<file path="config.mk">
export PLATFORM = sky130hd
export DESIGN_NAME = tmr_irq_ctrl
export DESIGN_NICKNAME = d
export VERILOG_FILES = /design/src/rtl/tmr_pkg.sv /design/src/rtl/tmr_prio_enc.sv /design/src/rtl/tmr_irq_ctrl.sv
export SDC_FILE = /design/constraint.sdc
export NUM_CORES = 1
export LEC_CHECK = 0
export ABC_CLOCK_PERIOD_IN_PS = 1600
export CAP_MARGIN = 20
export CORE_ASPECT_RATIO = 0.75
export CORE_MARGIN = 5
export CORE_UTILIZATION = 44
export DETAILED_ROUTE_END_ITERATION = 16
export GPL_TIMING_DRIVEN = 0
export PLACE_DENSITY = 0.76
export SYNTH_ARGS = -nofsm -noshare
export SYNTH_HDL_FRONTEND = slang
export SYNTH_SLANG_ARGS = --single-unit
</file>
<file path="constraint.sdc">
create_clock -name clk -period 1.6 [get_ports clk]
set_input_delay 0.32 -clock clk [delete_from_list [all_inputs] [get_ports clk]]
set_output_delay 0.32 -clock clk [all_outputs]
set_load 0.1 [all_outputs]
</file>
<file path="src/rtl/tmr_pkg.sv">
// tmr_pkg: shared source-type constants, FSM state type and source-index helper
package tmr_pkg;
  localparam int SRC_CMIA = 0;
  localparam int SRC_CMIB = 1;
  localparam int SRC_OVI  = 2;
  typedef enum logic [1:0] {IDLE, REQ, GAP} irq_state_t;
  function automatic int src_idx(input int ch, input int typ);
    return ch * 3 + typ;
  endfunction
endpackage

</file>
<file path="src/rtl/tmr_prio_enc.sv">
// tmr_prio_enc: combinational priority encoder, lowest set index wins
module tmr_prio_enc #(
  parameter int N = 12,
  parameter int W = 4
) (
  input  logic [N-1:0] req,
  output logic         valid,
  output logic [W-1:0] idx
);
  always_comb begin
    valid = |req;
    idx = '0;
    for (int i = N - 1; i >= 0; i--) if (req[i]) idx = W'(i);
  end
endmodule

</file>
<file path="src/rtl/tmr_irq_ctrl.sv">
// tmr_irq_ctrl: timer interrupt flags, lost-event tracking and one-at-a-time
// request/acknowledge handshake towards the CPU
module tmr_irq_ctrl
  import tmr_pkg::*;
#(
  parameter int NUM_CH = 4,
  parameter int NSRC   = 3 * NUM_CH,
  parameter int VEC_W  = 4
) (
  input  logic              clk,
  input  logic              rst_n,
  input  logic [NUM_CH-1:0] cmia,
  input  logic [NUM_CH-1:0] cmib,
  input  logic [NUM_CH-1:0] ovi,
  input  logic [NSRC-1:0]   ier,
  input  logic [NSRC-1:0]   clr,
  input  logic              irq_ack,
  output logic              irq_req,
  output logic [VEC_W-1:0]  irq_vec,
  output logic [NSRC-1:0]   flag,
  output logic [NSRC-1:0]   lost
);
  logic [NSRC-1:0] src_in, src_q, src_d, ev, ack_clr, flag_n;
  logic [VEC_W-1:0] pend_idx;
  logic pend_vld, armed;
  irq_state_t state;
  for (genvar c = 0; c < NUM_CH; c++) begin : g_map
    assign src_in[src_idx(c, SRC_CMIA)] = cmia[c];
    assign src_in[src_idx(c, SRC_CMIB)] = cmib[c];
    assign src_in[src_idx(c, SRC_OVI)]  = ovi[c];
  end
  // First edge after reset seeds the history with the live inputs so a level
  // already high across reset is not mistaken for a rising edge.
  always_ff @(posedge clk) begin
    if (!rst_n) begin
      src_q <= '0;
      src_d <= '0;
      armed <= 1'b0;
    end else begin
      src_q <= src_in;
      src_d <= armed ? src_q : src_in;
      armed <= 1'b1;
    end
  end
  assign ev      = src_q & ~src_d;
  assign ack_clr = (state == REQ && irq_ack) ? NSRC'(1) << irq_vec : '0;
  assign flag_n  = ev | (flag & ~clr & ~ack_clr);
  always_ff @(posedge clk) begin
    if (!rst_n) begin
      flag <= '0;
      lost <= '0;
    end else begin
      flag <= flag_n;
      lost <= (ev & flag) | (lost & ~clr);
    end
  end
  tmr_prio_enc #(.N(NSRC), .W(VEC_W)) u_prio (
    .req  (flag & ier),
    .valid(pend_vld),
    .idx  (pend_idx)
  );
  // Withdrawal looks at the next flag value so a clear drops the request on
  // the same edge that clears the flag.
  always_ff @(posedge clk) begin
    if (!rst_n) begin
      state   <= IDLE;
      irq_req <= 1'b0;
      irq_vec <= '0;
    end else begin
      case (state)
        IDLE: if (pend_vld) begin
          irq_vec <= pend_idx;
          irq_req <= 1'b1;
          state   <= REQ;
        end
        REQ: if (irq_ack) begin
          irq_req <= 1'b0;
          state   <= GAP;
        end else if (!(flag_n[irq_vec] && ier[irq_vec])) begin
          irq_req <= 1'b0;
          state   <= IDLE;
        end
        GAP: state <= IDLE;
        default: state <= IDLE;
      endcase
    end
  end
endmodule
</file>
== Word-level counts from Yosys, hierarchy flattened ==
Cells that the tools add are included.

* Order comparisons: 1
* Equal/unequal tests: 3
* Shift-type cells: 1
* Mux-type cells: 27
* Bitwise operators: 11
* Reductions and logical operators: 8

{| class="wikitable"
|+ Operator list
! operator !! count
|-
| $and A12 B12 Y12 || 6
|-
| $mux W4 || 12
|-
| $not A12 Y12 || 3
|-
| $mux W12 || 2
|-
| $or A12 B12 Y12 || 2
|-
| $reduce_or A12 Y1 || 1
|-
| $shl A1 B4 Y12 const A || 1
|-
| $bmux W1 S4 || 2
|-
| $mux W1 || 6
|-
| $mux W2 || 3
|-
| $lt A4 B5 Y1 const B || 1
|-
| $pmux W2 S2 || 1
|-
| $reduce_and A2 Y1 || 2
|-
| $ne A3 B3 Y1 const B || 1
|-
| $reduce_and A3 Y1 || 1
|-
| $eq A2 B1 Y1 const B || 1
|-
| $logic_and A1 B1 Y1 || 2
|-
| $logic_not A2 Y1 || 1
|-
| $ne A2 B2 Y1 const B || 1
|-
| $pmux W1 S2 || 1
|-
| $reduce_bool A2 Y1 || 1
|}

* Flip-flop bits (word level): 56

== Logic depth before layout (Yosys ltp) ==
* Depth after elaboration: 13
* Gate-level depth with buffers: 7
* Depth with buffers taken out: 6

== By module ==
Synthesis repeated with hierarchy kept, for this count alone.

* Cell total of the unflattened synthesis: 280
* Area, all modules: 2668.8 µm²

{| class="wikitable"
|+ By module, submodules not included
! module !! times used !! cells an instance !! area an instance (µm²) !! seq. area each (µm²)
|-
| tmr_irq_ctrl || 1 || 258 || 2539.9 || 1121.1
|-
| tmr_prio_enc || 1 || 22 || 128.9 || 0.0
|}

== Least setup slack after synthesis ==
Ideal clock, no wire load.

* Path type: flip-flop to flip-flop
* Start: register irq_vec[0]
* End: register state[0]
* Setup time: 128 ps
* Arrival: 2235 ps
* Data required time: 1472 ps
* Slack: -763 ps
* Stages on the path, launching flop included: 7
* Buffers on the path: 0
* Period minus slack after synthesis: 2363 ps
* Path through: dfxtp_1 > mux4_1 > or4b_1 > a21oi_1 > a41o_1 > a31oi_1 > nor2_1

* Cells in the longest elaborated chain, start to end: 10
* Elaborated cells between the ends (all ways): 12
* Those cells by class: 1 x eq/ne; 1 x shift; 5 x mux; 3 x bitwise; 2 x reduce/logical

{| class="wikitable"
|+ RTL lines
! element !! line !! RTL
|-
| start: declaration || tmr_irq_ctrl.sv:19 || <nowiki>output logic [VEC_W-1:0] irq_vec,</nowiki>
|-
| start signal: assignment || tmr_irq_ctrl.sv:72 || <nowiki>irq_vec <= pend_idx;</nowiki>
|-
| $shl A1 B4 Y12 || tmr_irq_ctrl.sv:46 || <nowiki>assign ack_clr = (state == REQ && irq_ack) ? NSRC'(1) << irq_vec : '0;</nowiki>
|-
| $mux W12 || tmr_irq_ctrl.sv:46 ||
|-
| $not A12 Y12 || tmr_irq_ctrl.sv:47 || <nowiki>assign flag_n = ev | (flag & ~clr & ~ack_clr);</nowiki>
|-
| $and A12 B12 Y12 || tmr_irq_ctrl.sv:47 ||
|-
| $or A12 B12 Y12 || tmr_irq_ctrl.sv:47 ||
|-
| $bmux W1 S4 || tmr_irq_ctrl.sv:79 || <nowiki>end else if (!(flag_n[irq_vec] && ier[irq_vec])) begin</nowiki>
|-
| $mux W1 (implied by the code) || tmr_irq_ctrl.sv:79 ||
|-
| $logic_and A1 B1 Y1 (*) || tmr_irq_ctrl.sv:79 ||
|-
| $ne A3 B3 Y1 (no line) (*) || n/a ||
|-
| $reduce_and A2 Y1 (no line) (*) || n/a ||
|-
| end signal: assignment || tmr_irq_ctrl.sv:78 || <nowiki>state <= GAP;</nowiki>
|-
| end signal: assignment || tmr_irq_ctrl.sv:81 || <nowiki>state <= IDLE;</nowiki>
|-
| end signal: assignment || tmr_irq_ctrl.sv:83 || <nowiki>GAP: state <= IDLE;</nowiki>
|-
| end: declaration || tmr_irq_ctrl.sv:26 || <nowiki>irq_state_t state;</nowiki>
|}

Mark *: on every way between the ends. The rest lies on a longest branch, timed or not. The select of a mux whose other input is x is not followed.
A chain may end at the register's enable or synchronous reset.

== Worst setup path after layout ==
* Start: register irq_vec[3]
* End: register state[0]

Same word-level chain as after synthesis.

==> flow_results.xml <==
<?xml version="1.0" encoding="UTF-8"?>
<metrics>
  <group name="clocking">
    <metric name="cts_tree" unit="">done</metric>
    <metric name="tritoncts.num_buffers" unit="">5</metric>
    <metric name="htree_num_levels" unit="">2</metric>
    <metric name="clk-insertion-delay-late" unit="ps">310</metric>
    <metric name="cts_max_path_buffers" unit="">2</metric>
    <metric name="clk_pin_slew" unit="ps">100</metric>
    <metric name="holdBufCountCts" unit="">0</metric>
    <metric name="cts_root_buffer" unit="">clkbuf_8</metric>
    <metric name="tritoncts_num_sinks" unit="">56</metric>
  </group>
  <group name="global_route">
    <metric name="antenna_found_initial" unit="">0</metric>
    <metric name="grt.total_usage" unit="%">19.01</metric>
    <metric name="wire_length_of_the_first_global_routing_pass" unit="um">11520</metric>
    <metric name="gr-total-overflow" unit="">0</metric>
    <metric name="grt_max_degree" unit="">18</metric>
    <metric name="grt_pass1_vias" unit="">2266</metric>
  </group>
  <group name="power_and_ir_drop">
    <metric name="leakage" unit="nW">1.378</metric>
    <metric name="power_per_cell_area" unit="nW/um2">908.0</metric>
    <metric name="max-vdd-ir-drop" unit="mV">0.5327</metric>
  </group>
  <group name="synthesis">
    <metric name="synth.largest_area_cell" unit="">dfxtp_1</metric>
    <metric name="synth_area" unit="um2">2566</metric>
    <metric name="yosys.cell_count.top_type" unit="">dfxtp_1</metric>
    <metric name="ys_seq_elements" unit="">56</metric>
    <metric name="synth_common_cells" unit="">dfxtp_1 (56), nor2b_1 (47), a21oi_1 (23), nand2_1 (23), nor2_1 (18)</metric>
    <metric name="sequential_area_share_after_synthesis" unit="%">43.69</metric>
    <metric name="synth_edf_count" unit="">0</metric>
    <metric name="syn-instance-count" unit="">289</metric>
    <metric name="avgSynthCellArea" unit="um2">8.880</metric>
    <metric name="synthesis.yosys.warnings" unit="">0</metric>
    <metric name="yosys_most_used_dff" unit="">dfxtp_1</metric>
    <metric name="synthTopCellsByArea" unit="">dfxtp_1 (44%), nor2b_1 (11%), mux2i_1 (4.7%)</metric>
    <metric name="synth.top_cell.area_share" unit="%">43.69</metric>
    <metric name="share_of_synthesized_flip_flops_with_an_asynchronous_set_or_reset" unit="%">0</metric>
    <metric name="yosys.cell_types.count" unit="">45</metric>
    <metric name="synth_nets" unit="">328</metric>
  </group>
  <group name="outcome">
    <metric name="run_status" unit="">finished with violations</metric>
    <metric name="violations" unit="">negative setup slack</metric>
  </group>
  <group name="floorplan">
    <metric name="horiz_die_dim" unit="um">98.19</metric>
    <metric name="io_pins" unit="">68</metric>
    <metric name="die_area" unit="um2">7475</metric>
    <metric name="core_region_area" unit="um2">5736</metric>
    <metric name="initial_core_util" unit="%">44.74</metric>
    <metric name="die_h" unit="um">76.14</metric>
    <metric name="floorplan.rows" unit="">24</metric>
  </group>
  <group name="hold_path">
    <metric name="worst_hold_path.num_cells" unit="">1</metric>
    <metric name="worstHoldPathType" unit="">primary input to register</metric>
    <metric name="min-delay-start" unit="">rst_n</metric>
    <metric name="timing.hold.worst_endpoint" unit="">armed</metric>
  </group>
  <group name="timing">
    <metric name="final-hold-violation-count" unit="">0</metric>
    <metric name="timing.final.crit_period" unit="ps">1750</metric>
    <metric name="worst_slew_pin_slew" unit="ps">841.6</metric>
    <metric name="setup_total_negative_slack" unit="ps">-288.9</metric>
    <metric name="fin_ws" unit="ps">-150.2</metric>
    <metric name="unrepaired_setup_endpoints_after_global_routing" unit="">yes</metric>
    <metric name="min_period_over_period" unit="%">109.4</metric>
    <metric name="slew_viol_final" unit="">0</metric>
    <metric name="max_freq" unit="MHz">571.4</metric>
    <metric name="clock-skew-final" unit="ps">5.034</metric>
    <metric name="timing.final.setup_violations" unit="">2</metric>
    <metric name="max_slew_margin_vs_limit" unit="%">43.81</metric>
  </group>
  <group name="drt">
    <metric name="detailroute.via_count" unit="">2409</metric>
    <metric name="drt_first_pass_iters" unit="">4</metric>
    <metric name="remaining_drc_errors" unit="">0</metric>
    <metric name="drt.antenna.violating_nets" unit="">0</metric>
    <metric name="iteration_0_drc_count_of_the_detailed_router" unit="">157</metric>
    <metric name="route.detailed.wl_per_inst" unit="um">16.56</metric>
    <metric name="viasPerCell" unit="">5.426</metric>
    <metric name="wirelength" unit="um">7353</metric>
  </group>
  <group name="setup_path">
    <metric name="worst-setup-path-type" unit="">register to register</metric>
    <metric name="worstReg2RegStart" unit="">irq_vec[3]</metric>
    <metric name="worst_setup_path_end_kind" unit="">register</metric>
    <metric name="worst_ep_arrival_time" unit="ps">1950</metric>
    <metric name="timing.critical_path.fanout_max" unit="">7</metric>
    <metric name="timing.reg2reg.worst_path_depth" unit="">6</metric>
    <metric name="regToRegEndpoint" unit="">state[0]</metric>
    <metric name="cp.required" unit="ps">1800</metric>
    <metric name="setup_crit_start_kind" unit="">register</metric>
    <metric name="worst-r2r-setup-slack" unit="ps">-150</metric>
  </group>
  <group name="placement">
    <metric name="buffer_ports.inserted" unit="">67</metric>
    <metric name="place_congestion" unit="">0.8706</metric>
    <metric name="hpwlAfterDp" unit="um">5504</metric>
    <metric name="dp_cells" unit="">434</metric>
  </group>
  <group name="finish">
    <metric name="multi_input_area" unit="um2">1500</metric>
    <metric name="seq_area" unit="um2">1169</metric>
    <metric name="fillCellCount" unit="">498</metric>
    <metric name="num_antenna_cells" unit="">0</metric>
    <metric name="finish.utilization" unit="%">62.24</metric>
    <metric name="fin_nets" unit="">404</metric>
    <metric name="final_layout_size_suffix_gt1_share" unit="%">22.40</metric>
    <metric name="area.growth.synth_to_final" unit="%">39.10</metric>
    <metric name="fin_cells" unit="">444</metric>
  </group>
  <group name="job">
    <metric name="max-cap-violations" unit="">0</metric>
  </group>
</metrics>
timing repair:
| item | 4_1_cts | 5_1_grt |
|---|---|---|
| pin swaps | 2 | 9 |
| endpoints found under the hold margin | 0 | 0 |
| endpoints found under the setup margin | 37 | 53 |
| gates resized for setup | 108 | 36 |
| buffers inserted | 1 | 2 |
power breakdown:
group          internal (W)  switching, W
clock              0.000314      0.000472
sequential          0.00147     0.0000867
combinational      0.000327      0.000568
total               0.00211       0.00113
how the worst max path moves through the flow:
stage                           from  endpoint  slack [ps]
after global placement       irq_ack  state[0]        -740
after floorplan           irq_vec[0]  state[0]        -160
after detailed placement     irq_ack  state[0]        -710
after global routing      irq_vec[3]  state[0]        -220
after CTS                 irq_vec[0]   irq_req        -100
final                     irq_vec[3]  state[0]        -150
cells by family after synthesis:
kind of cell	Yosys count	synth area share (%)
simple gates	137	29.55
compound gates	71	18.53
flops	56	43.69
mux	14	6.582
buf+inv	11	1.657
sequential cells by signal, summed over array words and instances, names as in the netlist:
register  cells
src_q        12
armed         1
src_d        12
irq_req       1
state         2
lost         12
irq_vec       4
flag         12
metal layers:
metal	track usage (%)	part of all wire (%)	wire [um]	up-vias
met1	25.94	46	3361	1128
met4	5.321	1.2	91	0
met2	29.82	45	3309	100
met3	4.849	8.0	590	9
li1	-	-	-	1172
met5	0	0	0	-
layout make-up:
| type | instances | share of cell area (%) |
|---|---|---|
| inverter | 2 | 0.2103 |
| clock inverter | 2 | 0.4206 |
| multi-input combinational | 222 | 42.03 |
| clock buffer | 6 | 2.033 |
| tap | 78 | 2.734 |
| sequential | 56 | 32.74 |
| buffer | 8 | 0.9464 |
| timing repair buffer | 70 | 18.89 |
cell usage in the layout (no fill, tap or decap), types with 2 or more instances in the layout:
master           count
o21ai_0              4
nand2b_1            15
a21boi_1             3
o21a_1              11
and2_1              13
clkdlybuf4s15_2     17
mux2i_1             12
nand4_1              2
nand3b_1             3
clkdlybuf4s18_2      5
nand2_2              4
a21oi_1             21
buf_1                3
nor3_1               2
buf_2                8
o211ai_1             4
nand2_1             19
dfxtp_2              8
dfxtp_1             38
clkbuf_1             3
clkdlybuf4s50_1     32
a31oi_1              4
nor2_4               2
dlygate4sd2_1        6
nor2b_1             46
mux4_2               2
dfxtp_4             10
nand3_1              6
a22oi_1              5
a21oi_2              3
clkbuf_8             5
nor2_1              16
buf_4                4
critical path: stages, from the launching register on:
cell and delay, ps:
dfxtp_4 390, nor2_4 170, nand4_1 210, a2111oi_4 460, o41ai_4 150, a31oi_1 200
nor2_1 60
stage by stage:
step / hold slack, ps / power [W] / cell area (um2) / worst slack, ps
5_1_grt: 493.0 / 0.003367 / 3570 / -222.8
2_1_floorplan: 347.7 / 0.002141 / 2608 / -156.2
6_report: 484.0 / 0.003241 / 3570 / -150.2
3_3_place_gp: 464.0 / 0.002426 / 3376 / -739.1
4_1_cts: 484.0 / 0.003206 / 3522 / -104.1
3_5_place_dp: 483.4 / 0.002431 / 3376 / -711.2
No activity file was read; power rests on OpenSTA's default activity.
